### config.mk
export PLATFORM = sky130hd
export DESIGN_NAME = mem_arbiter
export DESIGN_NICKNAME = d
export VERILOG_FILES = /design/src/rtl/mem_arbiter.sv
export SDC_FILE = /design/constraint.sdc
export NUM_CORES = 1
export LEC_CHECK = 0
export ABC_AREA = 1
export CELL_PAD_IN_SITES_DETAIL_PLACEMENT = 0
export CELL_PAD_IN_SITES_GLOBAL_PLACEMENT = 2
export CORE_MARGIN = 2
export CORE_UTILIZATION = 10
export CTS_CLUSTER_DIAMETER = 200
export DETAILED_ROUTE_END_ITERATION = 10
export GPL_TIMING_DRIVEN = 0
export PLACE_DENSITY_LB_ADDON = 0.1
export SETUP_SLACK_MARGIN = 0.4
export SYNTH_ARGS = -nofsm -noshare
export SYNTH_HDL_FRONTEND = slang
export SYNTH_SLANG_ARGS = --single-unit
### constraint.sdc
create_clock -name clk -period 1 [get_ports clk]
set_input_delay 0.15 -clock clk [delete_from_list [all_inputs] [get_ports clk]]
set_output_delay 0.15 -clock clk [all_outputs]
set_load 0.02 [all_outputs]
### src/rtl/mem_arbiter.sv
// Round-robin arbiter sharing one memory port between fetch and data.
// Grants are combinationally forwarded; only state and last are registered.
module mem_arbiter (
  input  logic        clk,
  input  logic        reset,
  input  logic        i_req,
  input  logic [31:0] i_addr,
  output logic        i_ack,
  output logic [31:0] i_rdata,
  input  logic        d_req,
  input  logic [31:0] d_addr,
  input  logic [31:0] d_wdata,
  input  logic        d_write,
  input  logic        d_extend,
  input  logic [1:0]  d_width,
  output logic        d_ack,
  output logic [31:0] d_rdata,
  output logic        m_req,
  output logic        m_write,
  output logic        m_extend,
  output logic [31:0] m_addr,
  output logic [31:0] m_wdata,
  output logic [1:0]  m_width,
  input  logic        m_ack,
  input  logic [31:0] m_rdata
);

  typedef enum logic [1:0] {
    IDLE  = 2'd0,
    GNT_I = 2'd1,
    GNT_D = 2'd2
  } state_e;

  state_e state_q, state_d;
  logic   last_q, last_d;
  logic   gnt_i, gnt_d;

  assign gnt_i = (state_q == GNT_I);
  assign gnt_d = (state_q == GNT_D);

  // A finished grant may only hand over to the other port, never regrant.
  always_comb begin
    state_d = state_q;
    last_d  = last_q;
    case (state_q)
      IDLE: begin
        if (i_req && d_req) state_d = last_q ? GNT_I : GNT_D;
        else if (i_req)     state_d = GNT_I;
        else if (d_req)     state_d = GNT_D;
        else                state_d = IDLE;
      end
      GNT_I: begin
        if (m_ack || !i_req) begin
          if (m_ack) last_d = 1'b0;
          state_d = d_req ? GNT_D : IDLE;
        end
      end
      GNT_D: begin
        if (m_ack || !d_req) begin
          if (m_ack) last_d = 1'b1;
          state_d = i_req ? GNT_I : IDLE;
        end
      end
      default: state_d = IDLE;
    endcase
  end

  always_ff @(posedge clk) begin
    if (reset) begin
      state_q <= IDLE;
      last_q  <= 1'b0;
    end else begin
      state_q <= state_d;
      last_q  <= last_d;
    end
  end

  assign m_req    = (gnt_i & i_req) | (gnt_d & d_req);
  assign i_ack    = gnt_i & m_ack;
  assign d_ack    = gnt_d & m_ack;
  assign i_rdata  = m_rdata;
  assign d_rdata  = m_rdata;

  assign m_addr   = gnt_d ? d_addr   : i_addr;
  assign m_wdata  = gnt_d ? d_wdata  : 32'd0;
  assign m_write  = gnt_d & d_write;
  assign m_extend = gnt_d & d_extend;
  assign m_width  = gnt_d ? d_width  : 2'b10;

endmodule
==> results of run 1 <==
==> final timing paths <==
path	to	slack, ns	cells after the start
min	last_q	0.49	2
max reg2reg	state_q[0]	-0.22	9
min reg2reg	last_q	0.49	2
max	m_wdata[22]	-0.55	7
==> worst min-delay path, cell delays in order (launching register included) <==
cell and delay (ns):
dfxtp_1 0.31, o21ai_0 0.07, a21oi_1 0.06
==> flip-flops by register name, indices dropped and copies added (netlist names) <==
| register | flops |
|---|---|
| state_q | 2 |
| last_q | 1 |
==> layout make-up <==
class / instances / share of cell area (%)
Clock buffer: 4 / 1.80
Inverter: 44 / 3.89
Multi-Input combinational cell: 157 / 22.8
Tap cell: 180 / 5.15
Timing Repair Buffer: 250 / 50.7
Buffer: 74 / 14.3
Sequential cell: 3 / 1.43
==> cell families (layout without fill, tap and decap cells) <==
kind of cell,Yosys count,after routing,share of synthesized area (%)
buf+inv,118,372,50.3
simple gates,153,153,43.8
compound gates,4,4,1.61
flops,3,3,4.31
==> report_power, final <==
group / switching [uW] / internal (uW)
clock network: 124 / 528
registers: 10.8 / 133
logic: 1230 / 1360
total: 1360 / 2020
==> synth_stat cells <==
cell	n	area share, %
buf_2	9	3.2
a31oi_1	1	0.45
nor2_4	1	0.81
nand3_1	1	0.36
dfxtp_1	3	4.3
inv_2	2	0.54
a21oi_1	1	0.36
nor2_1	35	9.4
buf_4	64	34
inv_1	42	11
o22ai_1	1	0.45
o21ai_0	1	0.36
nand2_1	105	28
nor2_2	10	4.5
or2_1	1	0.45
buf_6	1	0.81
==> routing by layer <==
| metal | vias up | global-route usage (%) | wire length, um |
|---|---|---|---|
| met2 | 162 | 18.9 | 4150 |
| met3 | 4 | 3.79 | 1220 |
| met5 | - | 0 | 0 |
| met4 | 0 | 2.30 | 79 |
| met1 | 1028 | 9.64 | 2590 |
| li1 | 1238 | - | - |
==> metrics by stage <==
stage | utilization (%) | instance area [um2] | setup TNS (ns)
finish | 31.7 | 4370 | -33.21
global route | 31.7 | 4370 | -39.39
CTS | 31.3 | 4310 | -35.25
detailed placement | 31.0 | 4270 | -59.49
global placement | 31.0 | 4270 | -61.39
floorplan | - | 1650 | -7.73
==> repair_timing <==
action / in CTS / in global routing
buffers inserted: 6 / 2
gates cloned: 3 / 0
resized for setup: 653 / 18
setup endpoints to repair: 138 / 75
pin swaps: 10 / 9
==> impl_metrics.toml, run 1 <==
[cells_and_area]
n_antenna_cell = 0
multiInputGateArea_um2 = 997
seq_area_um2 = 62.6
final_cells = 712
final_cell_mix = "108 x buf_4, 104 x clkdlybuf4s50_1, 59 x buf_2, 54 x nand2_1"
fill_cells = 1552
final_common_cell = "buf_4"
fin_nets = 670
drive_gt1_share_pct = 59.8
area_growth_pct = 213

[die]
die_width_um = 122
num_rows = 43
core_region_area_um2 = 13800
start_util_pct = 10.1
dieHeight_um = 122
design.die.area_um2 = 14900
ios = 272

[logic_synthesis]
syn_nets = 415
avgSynthCellArea_um2 = 5.02
synth_seq_cells = 3
synthDistinctLibCells = 16
netlist_area_um2 = 1400
ys_seq_area_share_pct = 4.30
synth_cells = 278
yosysWarnings = 0

[worst_setup_path]
crit_slowest_cell = "dfxtp_2"
crit_type = "reg2out"
crit_family = "buffers and inverters"
cp_num_buf_inv = 5
max_stage_delay_ns = 0.32
cp_max_fo = 10
startpoint_type = "flop"
crit_chain = "inv_2, nor2_4, inv_6, buf_12, buf_12, nor2_4, buf_6"
arrival_ns = 1.40
critPathLaunch = "state_q[1]"
worstPathRequired_ns = 0.85
critPathCaptureType = "output pin"
r2r-start = "state_q[1]"

[global_route]
grt_max_degree = 11
grt_pass1_wl_um = 11600
grt_util_all_layers_pct = 9.75
antenna_found_initial = 0
gr-total-overflow = 0
grt_pass1_vias = 2310

[cts]
clock_sinks = 3
cts_tree = "done"
clkLatencyLatePin_ns = 0.23
root_buffer = "clkbuf_16"
cts_made_buffers = 3
clockBufferDepth = 2
path_clk_slew_ns = 0.03
htree_levels = 1
holdBufCountCts = 0

[run]
maxCapViolCount = 0

[drt]
viasPerCell = 3.42
wl_per_cell_um = 11.3
drc = 0
via_count = 2432
routed_wl_um = 8040
first_iter_violations = 41
postRouteAntennaNets = 0
drtPass1Iterations = 4

[hold_path]
hold_path_startpoint = "last_q"
hold_class = "reg2reg"

[sta]
finalCritPeriodShare_pct = 155
fin_skew_ns = 0.00189
relSlewSlack_pct = 87.0
min_period_ns = 1.55
drv_slew = 0
worst_pin_slew_ns = 0.195
setup_violations = 74
rsz0062_at_grt = "yes"
hold_violations = 0
fin_hold_ws_ns = 0.494
worst_slack_ns = -0.548
max_clock_freq_ghz = 0.646

[place]
gp_congestion = 0.737
pre_cts_slack_ns = -0.916
dp.cells = 697
port_buffers = 239
hpwlAfterDp_um = 6740

[power_and_ir_drop]
finalPower_uw = 3390
power_density_nw_per_um2 = 774
ir_worst_vdd_mv = 0.339
p_leak_uw = 0.00231

[run_status]
status = "finished, violations left"
violations = "negative setup slack"
Power figures use the tool's default switching activity.
==> run 2, diff against run 1 <==
- CORE_ASPECT_RATIO: not set -> 2
- CORE_MARGIN: 2 -> not set
==> run 2 against run 1 <==
Compared with the run above:
- the flow still finishes with violations (negative setup slack)
- setup slack improved by 0.028 ns
- via count about the same
- maximum frequency increased by 1.8%
- global-route usage increased by 0.74 points
- first-iteration DRC count decreased by 59%
- critical endpoint is now m_addr[31]
- largest cell class unchanged
==> impl_metrics.toml, run 2 (synthesis gave the netlist of run 1 again) <==
[global_route]
grt_pass1_wl_um = 12100
grt_max_degree = 11
grt_util_all_layers_pct = 10.5
gr-total-overflow = 0
antenna_found_initial = 0
grt_pass1_vias = 2386

[place]
gp_congestion = 0.736
port_buffers = 239
placed_cell_area_um2 = 4240
hpwlAfterDp_um = 7190
pre_cts_slack_ns = -0.947

[cells_and_area]
largest_reg_flops = 2
area_growth_pct = 222
fill_cells = 1482
regMostFlops = "state_q"
n_antenna_cell = 0
fin_nets = 675
drive_gt1_share_pct = 60.7
postLayoutCellArea_um2 = 4490
finish.utilization_pct = 33.2
final_common_cell = "clkdlybuf4s50_1"
final_cell_mix = "104 x clkdlybuf4s50_1, 98 x buf_4, 62 x buf_6, 54 x nand2_1, 51 x buf_2"
reg.largest.list = "state_q x2, last_q x1"

[worst_setup_path]
critPathCaptureType = "output pin"
r2r-end = "state_q[0]"
arrival_ns = 1.37
worstPathRequired_ns = 0.85
rrSetupSlack_ns = -0.36
crit_type = "reg2out"
reg2reg_depth = 12
cp_max_fo = 6
r2r-start = "state_q[1]"
startpoint_type = "flop"

[power_and_ir_drop]
power_density_nw_per_um2 = 778
pwr-share-seq_pct = 4.1
swShare_pct = 39.4
ir_worst_vdd_mv = 0.392
p_leak_uw = 0.00231
pwr-share-comb_pct = 77.8
p_switching_uw = 1380
clkPwrFrac_pct = 18.1
intPower_uw = 2120

[die]
num_rows = 60
design.die.area_um2 = 14500
core_region_area_um2 = 13500
dieHeight_um = 169
die_width_um = 85.5
start_util_pct = 10.3
ios = 272

[run_status]
status = "finished, violations left"
violations = "negative setup slack"

[drt]
via_count = 2433
postRouteAntennaNets = 0
routed_wl_um = 8400
first_iter_violations = 17
viasPerCell = 3.52
drc = 0
drtPass1Iterations = 4
wl_per_cell_um = 12.1

[sta]
max_clock_freq_ghz = 0.658
min_period_ns = 1.52
setup_violations = 74
drv_slew = 0
fin_skew_ns = 0.00130
hold_violations = 0
worst_pin_slew_ns = 0.198
relSlewSlack_pct = 86.8
rsz0062_at_grt = "yes"
finalCritPeriodShare_pct = 152
worst_slack_ns = -0.520

[cts]
clockBufferDepth = 2
holdBufCountCts = 0
cts_tree = "done"
htree_levels = 1
clkLatencyLatePin_ns = 0.22
root_buffer = "clkbuf_16"
clock_sinks = 3
path_clk_slew_ns = 0.03
cts_made_buffers = 3

[run]
maxCapViolCount = 0

[hold_path]
hold_class = "in2out"
hold_path_startpoint = "m_rdata[19]"
holdPathEnd = "i_rdata[19]"
holdPathStages = 2
## run 2: power groups by stage
stage	registers [uW]	clock network, uW	logic, uW
after floorplan	143	0	1210
after global placement	147	0	2460
after detailed placement	147	0	2460
after CTS	144	647	2670
after global routing	145	654	2890
final	144	632	2710
## run 2: how the worst max path moves through the flow
stage	startpoint	end	slack, ns	cells past startpoint
2_1_floorplan	state_q[1]	m_wdata[22]	-0.18	6
3_3_place_gp	state_q[1]	m_req	-0.95	6
3_5_place_dp	state_q[1]	m_req	-0.95	6
4_1_cts	state_q[0]	m_addr[3]	-0.54	8
5_1_grt	state_q[1]	m_addr[3]	-0.59	9
6_report	state_q[1]	m_addr[31]	-0.52	9
## run 2: timing repair
action                                  CTS  global route
setup buffers                            10             4
pin swaps                                 3             3
gates cloned                              1             1
endpoints found under the setup margin  138            74
gates resized for setup                 681            19
## run 2: cell type report
type / count / area (um2) / share of cell area [%]
repair buffers: 255 / 2350 / 52.5
multi-input cells: 157 / 985 / 21.9
plain buffers: 74 / 638 / 14.2
well taps: 155 / 194 / 4.32
inverters: 44 / 173 / 3.85
clock buffers: 4 / 78.8 / 1.76
flip-flops and latches: 3 / 65.1 / 1.45
## run 2: critical path: stages, from the launching register on
cell,delay [ns]
dfxtp_2,0.33
inv_2,0.05
nor2_4,0.09
buf_12,0.13
inv_8,0.05
buf_8,0.14
buf_6,0.13
nand2_4,0.06
nand2_2,0.05
buf_6,0.12
## run 2: per-stage QoR
| stage | instances | hold slack [ns] | setup TNS [ns] | power [uW] |
|---|---|---|---|---|
| CTS | 687 | 0.498 | -32.89 | 3460 |
| finish | 692 | 0.497 | -32.17 | 3490 |
| floorplan | 278 | 0.219 | -7.73 | 1360 |
| global placement | 672 | 0.518 | -61.89 | 2600 |
| global route | 692 | 0.500 | -37.59 | 3680 |
| detailed placement | 672 | 0.522 | -62.71 | 2610 |
## run 2: per-layer routing
metal | vias to the layer above | part of all wire (%) | GRT usage (%)
met5 | - | 0 | 0
met4 | 0 | 0.15 | 1.09
met3 | 2 | 12 | 2.97
met2 | 165 | 59 | 22.6
met1 | 1024 | 29 | 9.45
li1 | 1242 | - | -
